## config.mk

```make
export PLATFORM = sky130hd
export DESIGN_NAME = mem_port_arb
export DESIGN_NICKNAME = d
export VERILOG_FILES = /design/src/rtl/mem_port_arb.sv
export SDC_FILE = /design/constraint.sdc
export NUM_CORES = 1
export LEC_CHECK = 0
export ABC_AREA = 1
export CAP_MARGIN = 10
export CORE_MARGIN = 5
export CORE_UTILIZATION = 44
export DETAILED_ROUTE_END_ITERATION = 6
export PLACE_DENSITY = 0.85
export SLEW_MARGIN = 10
export SYNTH_ARGS = -nofsm -noshare
export SYNTH_HDL_FRONTEND = slang
export SYNTH_SLANG_ARGS = --single-unit
```

## constraint.sdc

```tcl
create_clock -name clk -period 3.2 [get_ports clk]
set_clock_uncertainty 0.1 [all_clocks]
set_input_delay 0.48 -clock clk [delete_from_list [all_inputs] [get_ports clk]]
set_output_delay 0.48 -clock clk [all_outputs]
set_load 0.02 [all_outputs]
```

## src/rtl/mem_port_arb.sv

```systemverilog
// mem_port_arb: shares one bus port between instruction fetch and load/store, data first, with flush discard and timeout abort
module mem_port_arb #(
  parameter int TIMEOUT = 16
) (
  input  logic        clk,
  input  logic        rst,
  input  logic        if_req,
  input  logic [31:0] if_addr,
  output logic [31:0] if_rdata,
  output logic        if_ack,
  input  logic        dm_req,
  input  logic        dm_we,
  input  logic [31:0] dm_addr,
  input  logic [31:0] dm_wdata,
  input  logic [3:0]  dm_sel,
  output logic [31:0] dm_rdata,
  output logic        dm_ack,
  input  logic        flush,
  output logic        bus_req,
  output logic        bus_we,
  output logic [31:0] bus_addr,
  output logic [31:0] bus_wdata,
  output logic [3:0]  bus_sel,
  input  logic [31:0] bus_rdata,
  input  logic        bus_ack,
  output logic        bus_err,
  output logic        stallreq_if,
  output logic        stallreq_mem
);
  typedef enum logic [1:0] {IDLE, IF_BUSY, DM_BUSY, DONE} state_t;
  state_t      r_state;
  logic [7:0]  r_cnt;
  logic        r_own_dm, r_discard, r_err;
  logic [31:0] r_if_rdata, r_dm_rdata;
  logic        w_done, w_kill, w_to;
  logic [31:0] w_data;
  assign w_done = r_state == DONE;
  assign w_kill = r_discard || flush;
  assign w_to   = r_cnt == 8'(TIMEOUT - 1);
  assign w_data = bus_ack ? bus_rdata : 32'h0;
  assign if_ack       = w_done && !r_own_dm && !w_kill;
  assign dm_ack       = w_done && r_own_dm;
  assign bus_err      = w_done && r_err && (r_own_dm || !w_kill);
  assign if_rdata     = r_if_rdata;
  assign dm_rdata     = r_dm_rdata;
  assign stallreq_if  = if_req && !if_ack;
  assign stallreq_mem = dm_req && !dm_ack;
  always_ff @(posedge clk) begin
    if (rst) begin
      r_state    <= IDLE;
      r_cnt      <= '0;
      r_own_dm   <= 1'b0;
      r_discard  <= 1'b0;
      r_err      <= 1'b0;
      r_if_rdata <= '0;
      r_dm_rdata <= '0;
      bus_req    <= 1'b0;
      bus_we     <= 1'b0;
      bus_addr   <= '0;
      bus_wdata  <= '0;
      bus_sel    <= '0;
    end else begin
      case (r_state)
        IDLE: begin
          r_cnt     <= '0;
          r_err     <= 1'b0;
          r_discard <= 1'b0;
          if (dm_req) begin
            r_state   <= DM_BUSY;
            r_own_dm  <= 1'b1;
            bus_req   <= 1'b1;
            bus_we    <= dm_we;
            bus_addr  <= dm_addr;
            bus_wdata <= dm_wdata;
            bus_sel   <= dm_sel;
          end else if (if_req && !flush) begin
            r_state  <= IF_BUSY;
            r_own_dm <= 1'b0;
            bus_req  <= 1'b1;
            bus_we   <= 1'b0;
            bus_addr <= if_addr;
            bus_sel  <= 4'b1111;
          end
        end
        IF_BUSY, DM_BUSY: begin
          r_cnt <= r_cnt + 8'd1;
          if (flush && r_state == IF_BUSY) r_discard <= 1'b1;
          if (bus_ack || w_to) begin
            r_state <= DONE;
            bus_req <= 1'b0;
            r_err   <= !bus_ack;
            if (r_own_dm) r_dm_rdata <= bus_we ? 32'h0 : w_data;
            else if (!w_kill) r_if_rdata <= w_data;
          end
        end
        default: r_state <= IDLE;
      endcase
    end
  end
endmodule

```

==> impl_metrics.yaml, run 1 <==
placed_design:
  dp_hpwl_mm: 13.4
  io_buffers: 277
  place_congestion: 0.884
  place_area_sq_um: 8760
finish:
  nNetsFinal: 1190
  final_cell_area_sq_um: 9430
  layout-drive-gt1-share_pct: 4.53
  nFillCells: 1015
  synthToLayoutAreaGrowth_pct: 59.4
  diodes: 0
  fin_util_pct: 71.5
route:
  antenna_left: 0
  drc: 0
  first_pass_iters: 6
  routedWlPerCell_um: 15.7
  routed_wl_mm: 19.4
  drt_iter0_drc: 410
  vias: 6175
  via_per_inst: 5.00
worst_setup_path:
  critPathMaxFanout: 9
  critPathCaptureType: "output pin"
  slowest_delay_ns: 0.65
  path_cells: "ha_1, inv_1, nor3_1, clkdlybuf4s50_1"
  cp.required_ns: 2.62
  arrival_ns: 2.25
  critPathKind: "flip-flop to output pin"
  cp-start-kind: "flip-flop"
  slowest_stage: "clkdlybuf4s50_1"
synth:
  synthArstFlopShare_pct: 0
  yosysTopAreaCellShare_pct: 49.8
  seq_area_frac_synth_pct: 49.8
  syn-cell-area_sq_um: 5910
  syn_area_per_cell_sq_um: 7.42
  yosys_warnings: 0
  synth_top_area_cell: "dfxtp_1"
  synth_cell_types: 26
  synthTopCellsByArea: "dfxtp_1, nand2_1, nor2_1"
  synth_edf_count: 0
  syn-num-nets: 940
  ys_seq_elements: 147
  syn_inst: 797
  synth_ff_type: "dfxtp_1"
sta:
  rsz0062_at_grt: "false"
  max_slew_margin_pct: 48.8
  max_freq_ghz: 0.354
  setup_viol: 0
  min_period_ns: 2.83
  fin_crit_sh_pct: 88.3
  tightest_slew_ns: 0.768
  timing.final.hold_violations: 0
  drv_slew: 0
  fin_tns_setup_ns: 0
power_and_ir_drop:
  power.density_nw_per_um2: 739
  leakage_nw: 3.61
  vdd_drop_max_uv: 426
floorplan:
  ios: 278
  die_h_um: 126
  core_sq_um: 13200
  die-area_sq_um: 15900
  rows: 42
  chipWidth_um: 126
  initial_utilization_pct: 44.8
cts:
  post_cts_buffers: 0
  clock-sinks: 147
  clkTransAtPathRegs_ns: 0.06
  clk_path_buf_depth: 2
  cts_root_buf: "clkbuf_16"
  holdBufCountCts: 0
  post_cts_resized: 0
  cts_tree: "built"
  clock_latency_ns: 0.42
  cts_buffers: 17
  h-tree-depth: 4
outcome:
  status: "complete, no violations"
grt:
  grt_max_degree: 73
  grt_pass1_wl_mm: 30.4
  first_global_vias: 5759
  antenna_found_initial: 0
  overflow: 0
  grt_use_total_pct: 23.8
job:
  cap_violations: 0
worst_hold_path:
  hold_path_class: "flip-flop to flip-flop"
==> worst paths after layout <==
path | start | to | slack (ns) | cells past startpoint
min | dm_rdata[1]$_SDFFE_PP0P_ | dm_rdata[1]$_SDFFE_PP0P_ | 0.36 | 2
max | r_state[0]$_SDFFE_PP0P_ | if_ack | 0.37 | 4
min reg2reg | dm_rdata[1]$_SDFFE_PP0P_ | dm_rdata[1]$_SDFFE_PP0P_ | 0.36 | 2
max reg2reg | r_state[0]$_SDFFE_PP0P_ | if_rdata[27]$_SDFFE_PP0P_ | 0.99 | 6
==> cell families after synthesis <==
logic type	share of synthesized area, %
AOI/OAI and AO/OA	18.2
adders and majority gates	0.846
buffers and inverters	6.01
DFF	49.8
and+or+nand+nor	25.2
==> placed cells by master (no fill, tap or decap), drive strengths merged, types with 2 or more instances in the layout <==
cell	netlist	final
nor3	6	6
bufinv	0	6
ha	4	4
nand2	221	221
clkbuf	44	23
o21ai	67	67
dfxtp	147	147
clkdlybuf4s50	0	276
o21a	33	33
buf	14	13
nor3b	2	2
nand3	9	9
inv	20	21
or2	3	3
nor2	141	141
o221ai	4	4
a31oi	32	32
a21oi	46	46
==> flip-flops by register name, indices dropped and copies added (netlist names) <==
name / count
bus_addr: 32
bus_req: 1
bus_sel: 4
bus_wdata: 32
bus_we: 1
dm_rdata: 32
if_rdata: 32
r_cnt: 8
r_discard: 1
r_err: 1
r_own_dm: 1
r_state: 2
==> worst max-delay path: cells and delay by family, from the launching register on <==
kind | cells | cell delay (ns)
adders and majority gates | 1 | 0.35
DFF | 1 | 0.36
buffers and inverters | 2 | 0.85
and+or+nand+nor | 1 | 0.27
==> through the flow <==
stage	setup slack [ns]	power (W)	cells	hold slack, ns
after floorplan	0.957	0.00369	797	0.335
after global placement	0.627	0.00469	1204	0.349
after detailed placement	0.558	0.00472	1204	0.355
after CTS	0.362	0.00701	1235	0.363
after global routing	0.219	0.00730	1235	0.377
final	0.374	0.00696	1235	0.362
==> synthesized netlist by cell type, types with 4 or more instances <==
library cell / instances
a21oi_1: 46
a31oi_1: 32
buf_2: 5
buf_6: 7
clkbuf_1: 44
dfxtp_1: 147
ha_1: 4
inv_1: 19
nand2_1: 221
nand3_1: 7
nor2_1: 141
nor3_1: 6
o21a_1: 33
o21ai_0: 67
o221ai_1: 4
==> metal layers <==
| metal | track usage (%) | vias up | part of all wire [%] |
|---|---|---|---|
| met5 | 0 | - | 0 |
| met4 | 9.27 | 0 | 2.3 |
| met3 | 6.65 | 32 | 6.6 |
| met2 | 40.8 | 227 | 51 |
| met1 | 28.3 | 2826 | 41 |
| li1 | - | 3090 | - |
==> final cells by class <==
class	count	area (sq um)	share of cell area (%)
clock inverters	8	196	2.08
inverters	21	78.8	0.836
clock buffers	23	478	5.07
multi-input cells	571	2620	27.8
well taps	176	220	2.34
flip-flops and latches	147	2940	31.2
repair buffers	289	2900	30.7
==> where the power goes <==
part           leakage, nW  internal (W)  switching [W]
Sequential            1.20       0.00216       0.000166
Combinational         2.08       0.00102        0.00135
Clock                0.324       0.00152       0.000746
Note: power is estimated with default switching activity, not from simulation.
==> run 2: changes to the inputs <==
==> constraint.sdc (replaced) <==
create_clock -name clk -period 3.2 [get_ports clk]
set_clock_uncertainty 0.1 [all_clocks]
set_input_delay 0.96 -clock clk [delete_from_list [all_inputs] [get_ports clk]]
set_output_delay 0.96 -clock clk [all_outputs]
set_load 0.02 [all_outputs]
==> run 2 against run 1 <==
Compared with the run above: highest routed layer unchanged; global-route usage is 0.36 points lower; combinational power hardly changed; largest cell class unchanged; sequential cell count unchanged; largest power group unchanged.
==> impl_metrics.yaml, run 2 (synthesis gave the netlist of run 1 again) <==
outcome:
  status: "complete, no violations"
sta:
  hold_slack_ns: 0.361
  setup_ws_ns: 0.0788
  max_slew_margin_pct: 47.8
  setup_viol: 0
  max_freq_ghz: 0.320
  min_period_ns: 3.12
  rsz0062_at_grt: "false"
  drv_slew: 0
  tightest_slew_ns: 0.784
  fin_crit_sh_pct: 97.5
  timing.final.hold_violations: 0
placed_design:
  place_congestion: 0.900
  dp_hpwl_mm: 13.2
  dp_slack_ns: -0.407
  io_buffers: 277
  place_area_sq_um: 8790
worst_setup_path:
  critPathMaxFanout: 3
  arrival_ns: 2.06
  r2r-start: "r_cnt[0]$_SDFFE_PP0P_"
  ff2ff_path_depth: 7
  rrSetupSlack_ns: 1.15
  critPathCaptureType: "output pin"
  cp-start-kind: "input port"
  critPathKind: "input port to output pin"
  rr_endpoint: "dm_rdata[15]$_SDFFE_PP0P_"
  cp.required_ns: 2.14
cts:
  holdBufCountCts: 0
  clkTransAtPathRegs_ns: 0.06
  cts_tree: "built"
  clock_latency_ns: 0.41
  h-tree-depth: 4
  post_cts_buffers: 0
  clock-sinks: 147
  cts_root_buf: "clkbuf_16"
  cts_buffers: 17
  clk_path_buf_depth: 2
finish:
  final_cell_area_sq_um: 9370
  final_common_cell: "clkdlybuf4s50_1"
  layout-drive-gt1-share_pct: 5.35
  synthToLayoutAreaGrowth_pct: 58.3
  nNetsFinal: 1195
  final_cell_mix: "clkdlybuf4s50_1, nand2_1, dfxtp_1"
  diodes: 0
route:
  routedWlPerCell_um: 15.3
  via_per_inst: 4.90
  antenna_left: 0
  routed_wl_mm: 19.0
  first_pass_iters: 4
  drc: 0
  vias: 6083
  drt_iter0_drc: 334
power_and_ir_drop:
  power.density_nw_per_um2: 709
  vdd_drop_max_uv: 373
  leakage_nw: 3.59
floorplan:
  chipWidth_um: 126
  core_sq_um: 13200
  rows: 42
  ios: 278
  die_h_um: 126
  initial_utilization_pct: 44.8
  die-area_sq_um: 15900
job:
  cap_violations: 0
grt:
  grt_pass1_wl_mm: 30.0
  grt_max_degree: 73
  antenna_found_initial: 0
  overflow: 0
  first_global_vias: 5746
  grt_use_total_pct: 23.4
worst_hold_path:
  min_to: "dm_rdata[7]$_SDFFE_PP0P_"
  min_from: "dm_rdata[7]$_SDFFE_PP0P_"
  min_path_cells: 2
  hold_path_class: "flip-flop to flip-flop"
==> run 2: what timing repair did <==
action                                  CTS  global route
pin swaps                                 0             1
cloned                                    0             0
gates resized for setup                   9             6
endpoints found under the setup margin    4             3
==> run 2: layout make-up <==
type | count | area (sq um)
fillers | 1007 | 3820
clock buffers | 24 | 472
multi-input cells | 571 | 2630
repair buffers | 294 | 2920
inverters | 21 | 78.8
well taps | 176 | 220
flip-flops and latches | 147 | 2940
clock inverters | 8 | 103
==> run 2: worst max path at each step <==
stage / cells after the start / start / end
finish: 5 / flush / stallreq_if
global route: 5 / flush / stallreq_if
CTS: 4 / flush / bus_err
detailed placement: 4 / flush / if_ack
global placement: 4 / flush / if_ack
floorplan: 3 / flush / stallreq_if
==> run 2: through the flow <==
step	TNS [ns]	util, %	total power (W)	std cells
after detailed placement	-1.14	66.7	0.00473	1209
after floorplan	0	-	0.00369	797
after global routing	0	71.0	0.00699	1241
final	0	71.0	0.00664	1241
after global placement	-0.875	66.7	0.00469	1209
after CTS	0	71.1	0.00667	1241
==> run 2: where the power goes <==
part | switching [W] | internal (W) | leakage [nW]
combinational | 0.00134 | 0.00103 | 2.12
clock | 0.000744 | 0.00119 | 0.274
sequential | 0.000171 | 0.00216 | 1.20
total | 0.00226 | 0.00438 | 3.59
==> run 2: per-layer routing <==
| metal | GRT usage, % | part of all wire, % |
|---|---|---|
| met5 | 0 | 0 |
| met4 | 10.7 | 3.6 |
| met2 | 38.7 | 49 |
| met3 | 6.05 | 6.2 |
| met1 | 28.7 | 41 |
==> run 2: critical path: stages <==
cell and delay (ns):
clkdlybuf4s50_1 0.45, or2_4 0.27, nor3_4 0.18, nor2_1 0.05, buf_2 0.15
